[src/rtl/axis_rr_arbiter.sv]
// axis_rr_arbiter: packet-locked round-robin arbiter feeding one AXI-Stream sink through a 2-entry output buffer
module axis_rr_arbiter #(
  parameter int NUM    = 4,
  parameter int DSIZE  = 8,
  parameter int IDSIZE = 2
) (
  input  logic                 clock,
  input  logic                 rst,
  input  logic [NUM*DSIZE-1:0] s_tdata,
  input  logic [NUM-1:0]       s_tvalid,
  input  logic [NUM-1:0]       s_tlast,
  output logic [NUM-1:0]       s_tready,
  output logic [DSIZE-1:0]     m_tdata,
  output logic                 m_tvalid,
  output logic                 m_tlast,
  input  logic                 m_tready,
  output logic [IDSIZE-1:0]    grant_id,
  output logic                 busy,
  output logic [15:0]          pkt_cnt
);
  typedef enum logic {IDLE, LOCK} state_t;
  state_t            r_state, w_state_nxt;
  logic [IDSIZE-1:0] r_ptr, r_grant, w_sel, w_idx;
  logic              w_any, w_push, w_pop, w_last_in;
  logic [DSIZE-1:0]  w_data_in;
  logic [1:0]        r_cnt;
  logic              r_head;
  logic [DSIZE:0]    r_mem [2];
  logic [15:0]       r_pkt_cnt;

  assign w_data_in = s_tdata[int'(r_grant)*DSIZE +: DSIZE];
  assign w_last_in = s_tlast[r_grant];
  assign w_push    = r_state == LOCK && s_tvalid[r_grant] && r_cnt != 2'd2;
  assign w_pop     = r_cnt != 2'd0 && m_tready;

  // first requester at or after ptr, wrapping modulo NUM
  always_comb begin
    w_sel = r_ptr;
    w_any = 1'b0;
    w_idx = '0;
    for (int k = 0; k < NUM; k++) begin
      w_idx = IDSIZE'((int'(r_ptr) + k) % NUM);
      if (!w_any && s_tvalid[w_idx]) begin
        w_sel = w_idx;
        w_any = 1'b1;
      end
    end
  end

  assign w_state_nxt = (r_state == IDLE) ? (w_any ? LOCK : IDLE)
                                         : ((w_push && w_last_in) ? IDLE : LOCK);

  always_comb begin
    s_tready = '0;
    if (r_state == LOCK && r_cnt != 2'd2) s_tready[r_grant] = 1'b1;
  end

  always_ff @(posedge clock or posedge rst) begin
    if (rst) begin
      r_state   <= IDLE;
      r_ptr     <= '0;
      r_grant   <= '0;
      r_pkt_cnt <= '0;
    end else begin
      r_state <= w_state_nxt;
      if (r_state == IDLE && w_any) r_grant <= w_sel;
      if (w_push && w_last_in) begin
        r_ptr     <= IDSIZE'((int'(r_grant) + 1) % NUM);
        r_pkt_cnt <= r_pkt_cnt + 16'd1;
      end
    end
  end

  // the tail slot is head when empty and the other slot when one entry is held
  always_ff @(posedge clock or posedge rst) begin
    if (rst) begin
      r_cnt    <= '0;
      r_head   <= 1'b0;
      r_mem[0] <= '0;
      r_mem[1] <= '0;
    end else begin
      if (w_push) r_mem[r_head ^ r_cnt[0]] <= {w_last_in, w_data_in};
      if (w_pop) r_head <= ~r_head;
      r_cnt <= r_cnt + 2'(w_push) - 2'(w_pop);
    end
  end

  assign m_tvalid            = r_cnt != 2'd0;
  assign {m_tlast, m_tdata}  = r_mem[r_head];
  assign busy                = r_state == LOCK;
  assign grant_id            = r_grant;
  assign pkt_cnt             = r_pkt_cnt;
endmodule

[config.mk]
export PLATFORM = sky130hd
export DESIGN_NAME = axis_rr_arbiter
export DESIGN_NICKNAME = d
export VERILOG_FILES = /design/src/rtl/axis_rr_arbiter.sv
export SDC_FILE = /design/constraint.sdc
export NUM_CORES = 1
export LEC_CHECK = 0
export CORE_MARGIN = 1.5
export CORE_UTILIZATION = 60
export DETAILED_ROUTE_END_ITERATION = 10
export DONT_BUFFER_PORTS = 1
export MAX_ROUTING_LAYER = met4
export PLACE_DENSITY = 0.76
export SYNTH_ARGS = -nofsm -noshare
export SYNTH_HDL_FRONTEND = slang
export SYNTH_SLANG_ARGS = --single-unit
[constraint.sdc]
create_clock -name clock -period 3.75 [get_ports clock]
set_input_delay 0.375 -clock clock [delete_from_list [all_inputs] [get_ports clock]]
set_output_delay 0.375 -clock clock [all_outputs]
set_load 0.01 [all_outputs]
==> results of run 1 <==
worst paths after layout:
path,slack (ns),endpoint,startpoint,depth (start not counted)
worst max-delay path,1.20,pkt_cnt[11]$_DFFE_PP0P_,grant_id[0]$_DFFE_PP0P_,4
worst min-delay path,0.07,pkt_cnt[7]$_DFFE_PP0P_,rst,2
worst max register to register,1.20,pkt_cnt[11]$_DFFE_PP0P_,grant_id[0]$_DFFE_PP0P_,4
worst min register to register,0.50,r_mem[8]$_DFFE_PP0P_,r_mem[8]$_DFFE_PP0P_,1
max in group asynchronous,3.31,r_mem[0]$_DFFE_PP0P_,rst,2
min in group clock,0.28,grant_id[0]$_DFFE_PP0P_,s_tvalid[1],2
logic make-up (layout without fill, tap and decap cells):
group	Yosys count	count (layout)
AOI/OAI and AO/OA	13	13
xor gates and xnor gates	20	20
adders and majority gates	7	7
buffers and inverters	14	16
DFF	42	42
muxes	37	37
and+or+nand+nor	50	50
metal layers:
layer  global-route usage [%]  vias up
li1                         -      666
met1                     27.9      751
met2                     42.4       64
met3                     6.94        9
met4                     8.24        0
met5                        -        -
worst max-delay path, delay by kind of cell (launching register included):
| kind | cells | cell delay, ns |
|---|---|---|
| XOR/XNOR | 1 | 0.19 |
| flip-flops | 1 | 0.89 |
| multiplexers | 1 | 0.39 |
| AND/OR/NAND/NOR | 2 | 1.00 |
stage by stage:
step | area (µm²) | total power [mW] | utilization (%) | cells | hold WS [ns]
2_1_floorplan | 2300 | 1.57 | - | 183 | 0.451
3_3_place_gp | 2330 | 1.68 | 63.6 | 225 | 0.407
3_5_place_dp | 2330 | 1.74 | 63.6 | 225 | 0.414
4_1_cts | 2420 | 2.05 | 66.2 | 233 | 0.0903
5_1_grt | 2420 | 2.17 | 66.2 | 233 | 0.127
6_report | 2420 | 2.03 | 66.2 | 233 | 0.0676
cells in the final DEF, fill, tap and decap left out, types with 2 or more instances in the layout:
| cell type | n |
|---|---|
| mux2_2 | 26 |
| mux4_2 | 10 |
| nor3_1 | 5 |
| o21ai_0 | 4 |
| o2bb2ai_1 | 2 |
| inv_1 | 6 |
| and3_1 | 7 |
| nand3_1 | 5 |
| dfrtp_1 | 42 |
| and2_1 | 2 |
| xor2_1 | 15 |
| ha_1 | 7 |
| nand2_4 | 2 |
| nor4_1 | 4 |
| nor2_1 | 5 |
| nor2b_1 | 3 |
| nand4_1 | 2 |
| clkbuf_8 | 6 |
| nand2_1 | 7 |
| xnor2_1 | 5 |
| nand2b_1 | 2 |
report_power, final:
part           internal, mW  switching [mW]
sequential            0.629           0.238
combinational         0.454           0.404
clock                 0.148           0.156
flip-flops by register name, summed over array words and instances (netlist names):
register  cells
r_mem        18
pkt_cnt      16
grant_id      2
r_cnt         2
r_ptr         2
busy          1
r_head        1
final cells by class:
class,instances,area share (%)
repair buffers,1,0.310
multi-input cells,127,48.8
clock inverters,2,0.516
flip-flops and latches,42,43.4
well taps,48,2.48
inverters,7,1.08
clock buffers,6,3.41
==> impl_metrics.env, run 1 <==
export IMPL_status="completed"
export IMPL_regArea_um2=1050
export IMPL_finalSetupViolCount=0
export IMPL_cts_num_sinks=42
export IMPL_synth_compound_area_share_pct=3.92
export IMPL_critPathKind="reg2reg"
export IMPL_synth_adder_area_share_pct=3.81
export IMPL_die_x_um=64.9
export IMPL_yosysTopAreaCellShare_pct=45.8
export IMPL_synth_top_family_by_area="multiplexers"
export IMPL_cap_violations=0
export IMPL_crit_fanout=21
export IMPL_synth_most_common_cell="dfrtp_1"
export IMPL_vias_per_cell=6.39
export IMPL_portBuffers=0
export IMPL_drt_iter0_markers=68
export IMPL_syn_nets=233
export IMPL_htreeDepth=2
export IMPL_worst_pin_slew_ns=0.835
export IMPL_end_kind="register"
export IMPL_start_util_pct=62.7
export IMPL_synthXorXnorAreaFrac_pct=7.63
export IMPL_clk_path_buf_depth=2
export IMPL_avgSynthCellArea_um2=12.6
export IMPL_synthFlopType="dfrtp_1"
export IMPL_synth_area_leaders="dfrtp_1 46%, mux2_2 13%, mux4_2 9.8%, xor2_1 5.7%, ha_1 3.8%"
export IMPL_firstDrtPassIters=4
export IMPL_drive_gt1_share_pct=27.0
export IMPL_max_freq_mhz=392
export IMPL_cp_required_ns=3.98
export IMPL_clkSlewWorstSetupHoldPaths_ns=0.08
export IMPL_hpwl_um=3330
export IMPL_arrival_ns=2.78
export IMPL_rows=22
export IMPL_grt_max_degree=43
export IMPL_drv_slew=0
export IMPL_muxShareOfSynthArea_pct=23.0
export IMPL_root_buffer="clkbuf_8"
export IMPL_ys_seq_area_share_pct=45.8
export IMPL_areaGrowthSynthToFinish_pct=5.50
export IMPL_yosysTopAreaCell="dfrtp_1"
export IMPL_period_needed_ns=2.55
export IMPL_coreArea_um2=3660
export IMPL_wl_per_cell_um=19.5
export IMPL_dieArea_um2=4210
export IMPL_ctsHoldBuffers=0
export IMPL_finalWorstSetupSlack_ns=1.20
export IMPL_synth_edf_count=0
export IMPL_grt_pass1_wl_um=7630
export IMPL_clkLatencyLatePin_ns=0.30
export IMPL_drc=0
export IMPL_async_reset_ff_share_pct=100
export IMPL_grt_pass1_vias=1576
export IMPL_cp_slowest_cell="dfrtp_1"
export IMPL_rsz0062_at_grt="no"
export IMPL_max_slew_margin_pct=44.4
export IMPL_path_cells="mux4_2, nand4_2, nor4_1, xor2_1"
export IMPL_synth_distinct_cells=38
export IMPL_die_h_um=64.9
export IMPL_hold_violations=0
export IMPL_overflow=0
export IMPL_detail_route_antenna_nets=0
export IMPL_wl_met1_um=1660
export IMPL_synth_common_cells="42 x dfrtp_1, 26 x mux2_2, 15 x xor2_1"
export IMPL_wl_met3_um=318
export IMPL_top_layer="met4"
export IMPL_min_delay_path_class="in2async"
export IMPL_ys_seq_elements=42
export IMPL_fillCellCount=279
export IMPL_fin_nets=234
export IMPL_ios=76
export IMPL_numCtsBuffers=5
export IMPL_p_leak_nw=1.09
export IMPL_synthCells=183
export IMPL_wl_met2_um=2500
export IMPL_gr_usage_all_layers_pct=24.7
export IMPL_place_gp_congestion=0.772
export IMPL_antenna_found_initial=0
export IMPL_place_ws_ns=1.15
export IMPL_cts_tree="yes"
export IMPL_slowest_delay_ns=0.89
export IMPL_multi_input_area_um2=1180
export IMPL_routed_wl_um=4550
export IMPL_n_antenna_cell=0
export IMPL_post_cts_repair_setup_buffers=0
export IMPL_peakVddDrop_uv=490
export IMPL_skew_ns=0.00803
export IMPL_start_kind="register"
export IMPL_cts_resized=0
export IMPL_yosysWarnings=0
export IMPL_cellPowerDensity_nw_per_um2=837
export IMPL_yosys_area_share_simple_pct=13.1
export IMPL_via_count=1490
export IMPL_setup_tns_ns=0
export IMPL_finalCritPeriodShare_pct=68.1
export IMPL_netlist_area_um2=2300
Note: power is estimated with default switching activity, not from simulation.
==> inputs of run 2 (changes only) <==
==> constraint.sdc (replaced) <==
create_clock -name clock -period 2.4 [get_ports clock]
set_input_delay 0.24 -clock clock [delete_from_list [all_inputs] [get_ports clock]]
set_output_delay 0.24 -clock clock [all_outputs]
set_load 0.01 [all_outputs]
==> run 2 against run 1 <==
Against the previous run:
- global-route usage up 0.43 points
- maximum frequency increased by 26%
- design area up 2.1%
- sequential power rose by 49%
- clock power increased by 87%
- largest power group is now combinational cells
- combinational power grew 69%
- sequential cell count did not move
- count of clock-buffer cells in the layout stayed put
==> impl_metrics.env, run 2 (same netlist as run 1, synthesis figures left out) <==
export IMPL_status="completed"
export IMPL_reg2reg_slack_ns=0.38
export IMPL_cp_required_ns=2.62
export IMPL_fin_cells=236
export IMPL_p_clk_share_pct=17.2
export IMPL_grt_pass1_wl_um=7640
export IMPL_rr_endpoint="pkt_cnt[15]$_DFFE_PP0P_"
export IMPL_crit_fanout=19
export IMPL_die_h_um=64.9
export IMPL_die_x_um=64.9
export IMPL_routed_wl_um=4560
export IMPL_root_buffer="clkbuf_8"
export IMPL_min_delay_path_class="in2reg"
export IMPL_fillCellCount=287
export IMPL_cts_tree="yes"
export IMPL_worst_pin_slew_ns=0.993
export IMPL_areaGrowthSynthToFinish_pct=7.68
export IMPL_wl_met1_um=1800
export IMPL_wl_per_cell_um=19.3
export IMPL_final_common_cell="dfrtp_1"
export IMPL_wl_met2_um=2370
export IMPL_startpoint="grant_id[0]$_DFFE_PP0P_"
export IMPL_drive_gt1_share_pct=27.7
export IMPL_drt_iter0_markers=119
export IMPL_largest_register_ffs=18
export IMPL_ctsHoldBuffers=1
export IMPL_internal_power_mw=2.06
export IMPL_p_sw_mw=1.25
export IMPL_finalCritPeriodShare_pct=84.1
export IMPL_via_count=1520
export IMPL_clk_path_buf_depth=2
export IMPL_hold_violations=0
export IMPL_n_antenna_cell=0
export IMPL_cts_num_sinks=42
export IMPL_portBuffers=0
export IMPL_top_register="r_mem"
export IMPL_hpwl_um=3330
export IMPL_cp_top_family="simple AND/OR/NAND/NOR gates"
export IMPL_rows=22
export IMPL_crit_buf_inv=0
export IMPL_peakVddDrop_uv=832
export IMPL_arrival_ns=2.24
export IMPL_switching_share_pct=37.8
export IMPL_htreeDepth=2
export IMPL_top_layer="met4"
export IMPL_rsz0062_at_grt="no"
export IMPL_skew_ns=0.00679
export IMPL_p_leak_nw=1.12
export IMPL_slowest_delay_ns=0.48
export IMPL_seqPwrFrac_pct=38.9
export IMPL_reg2reg_depth=4
export IMPL_antenna_found_initial=0
export IMPL_period_needed_ns=2.02
export IMPL_max_slew_margin_pct=33.4
export IMPL_gr_usage_all_layers_pct=25.1
export IMPL_grt_pass1_vias=1598
export IMPL_clkLatencyLatePin_ns=0.30
export IMPL_place_gp_congestion=0.774
export IMPL_max_freq_mhz=495
export IMPL_clkSlewWorstSetupHoldPaths_ns=0.07
export IMPL_coreArea_um2=3660
export IMPL_finalSetupViolCount=0
export IMPL_dieArea_um2=4210
export IMPL_end_kind="register"
export IMPL_dp_cells=228
export IMPL_numCtsBuffers=5
export IMPL_cp_num_cells=4
export IMPL_combPwrFrac_pct=43.9
export IMPL_cp_slowest_cell="nor4_1"
export IMPL_start_kind="register"
export IMPL_most_common_layout_cells="42 x dfrtp_1, 26 x mux2_2, 15 x xor2_1, 10 x mux4_2"
export IMPL_firstDrtPassIters=5
export IMPL_cts_resized=0
export IMPL_wl_met3_um=263
export IMPL_path_cells="mux4_2, nand4_2, nor4_1, xor2_1"
export IMPL_detail_route_antenna_nets=0
export IMPL_post_cts_repair_setup_buffers=0
export IMPL_fin_nets=238
export IMPL_r2r_start="grant_id[0]$_DFFE_PP0P_"
export IMPL_vias_per_cell=6.44
export IMPL_setup_worst_path_end="pkt_cnt[15]$_DFFE_PP0P_"
export IMPL_worstHoldStart="s_tvalid[3]"
export IMPL_grt_max_degree=30
export IMPL_ios=76
export IMPL_drv_slew=0
export IMPL_cap_violations=0
export IMPL_start_util_pct=62.7
export IMPL_overflow=0
export IMPL_drc=0
export IMPL_cellPowerDensity_nw_per_um2=1340
export IMPL_critPathKind="reg2reg"
export IMPL_setup_tns_ns=0
[run 2: cell count changes in the layout (fill, tap and decap cells not counted), sizes merged]
cell	previous run	this run
buf	1	4
bufinv	0	1
clkinv	2	1
clkinvlp	1	0
dlygate4sd3	0	1
[run 2: worst min-delay path by stage]
stage | to | slack (ns) | cells after the start
after global routing | grant_id[1]$_DFFE_PP0P_ | 0.18 | 2
after detailed placement | pkt_cnt[15]$_DFFE_PP0P_ | 0.28 | 1
after floorplan | grant_id[0]$_DFFE_PP0P_ | 0.44 | 2
after global placement | pkt_cnt[6]$_DFFE_PP0P_ | 0.27 | 1
final | grant_id[1]$_DFFE_PP0P_ | 0.16 | 2
after CTS | grant_id[1]$_DFFE_PP0P_ | 0.16 | 2
[run 2: layer usage]
layer,up-vias,GRT usage [%]
li1,676,-
met1,764,29.8
met2,65,40.6
met3,15,7.47
met4,0,9.84
met5,-,-
[run 2: power by group through the flow]
stage                     Combinational [mW]  Sequential, mW  Clock, mW
after detailed placement                1.47            1.30          0
after floorplan                         1.26            1.20          0
after global placement                  1.39            1.27          0
final                                   1.45            1.29      0.570
after global routing                    1.60            1.33      0.608
after CTS                               1.48            1.29      0.575
[run 2: worst reg2reg max path, delay by kind of cell, from the launching register on]
kind          cells  cell delay [ns]
simple gates      2             0.93
flops             1             0.43
mux               1             0.38
xor+xnor          1             0.20
[run 2: cell type report]
cell class / instances / area (µm²) / share of cell area (%)
Tap cell: 48 / 60.1 / 2.43
Inverter: 7 / 26.3 / 1.06
Sequential cell: 42 / 1050 / 42.5
Clock inverter: 1 / 30.0 / 1.21
Clock buffer: 6 / 82.6 / 3.34
Timing Repair Buffer: 5 / 40.0 / 1.62
Multi-Input combinational cell: 127 / 1180 / 47.9
[run 2: metrics by stage]
step / utilization [%] / total power [mW] / area [µm²] / worst slack (ns) / hold slack [ns]
after floorplan: - / 2.46 / 2300 / 0.449 / 0.436
after global placement: 64.2 / 2.66 / 2350 / 0.500 / 0.271
after detailed placement: 64.2 / 2.76 / 2350 / 0.392 / 0.278
after CTS: 67.6 / 3.34 / 2470 / 0.385 / 0.158
after global routing: 67.6 / 3.54 / 2470 / 0.210 / 0.184
final: 67.6 / 3.31 / 2470 / 0.381 / 0.161
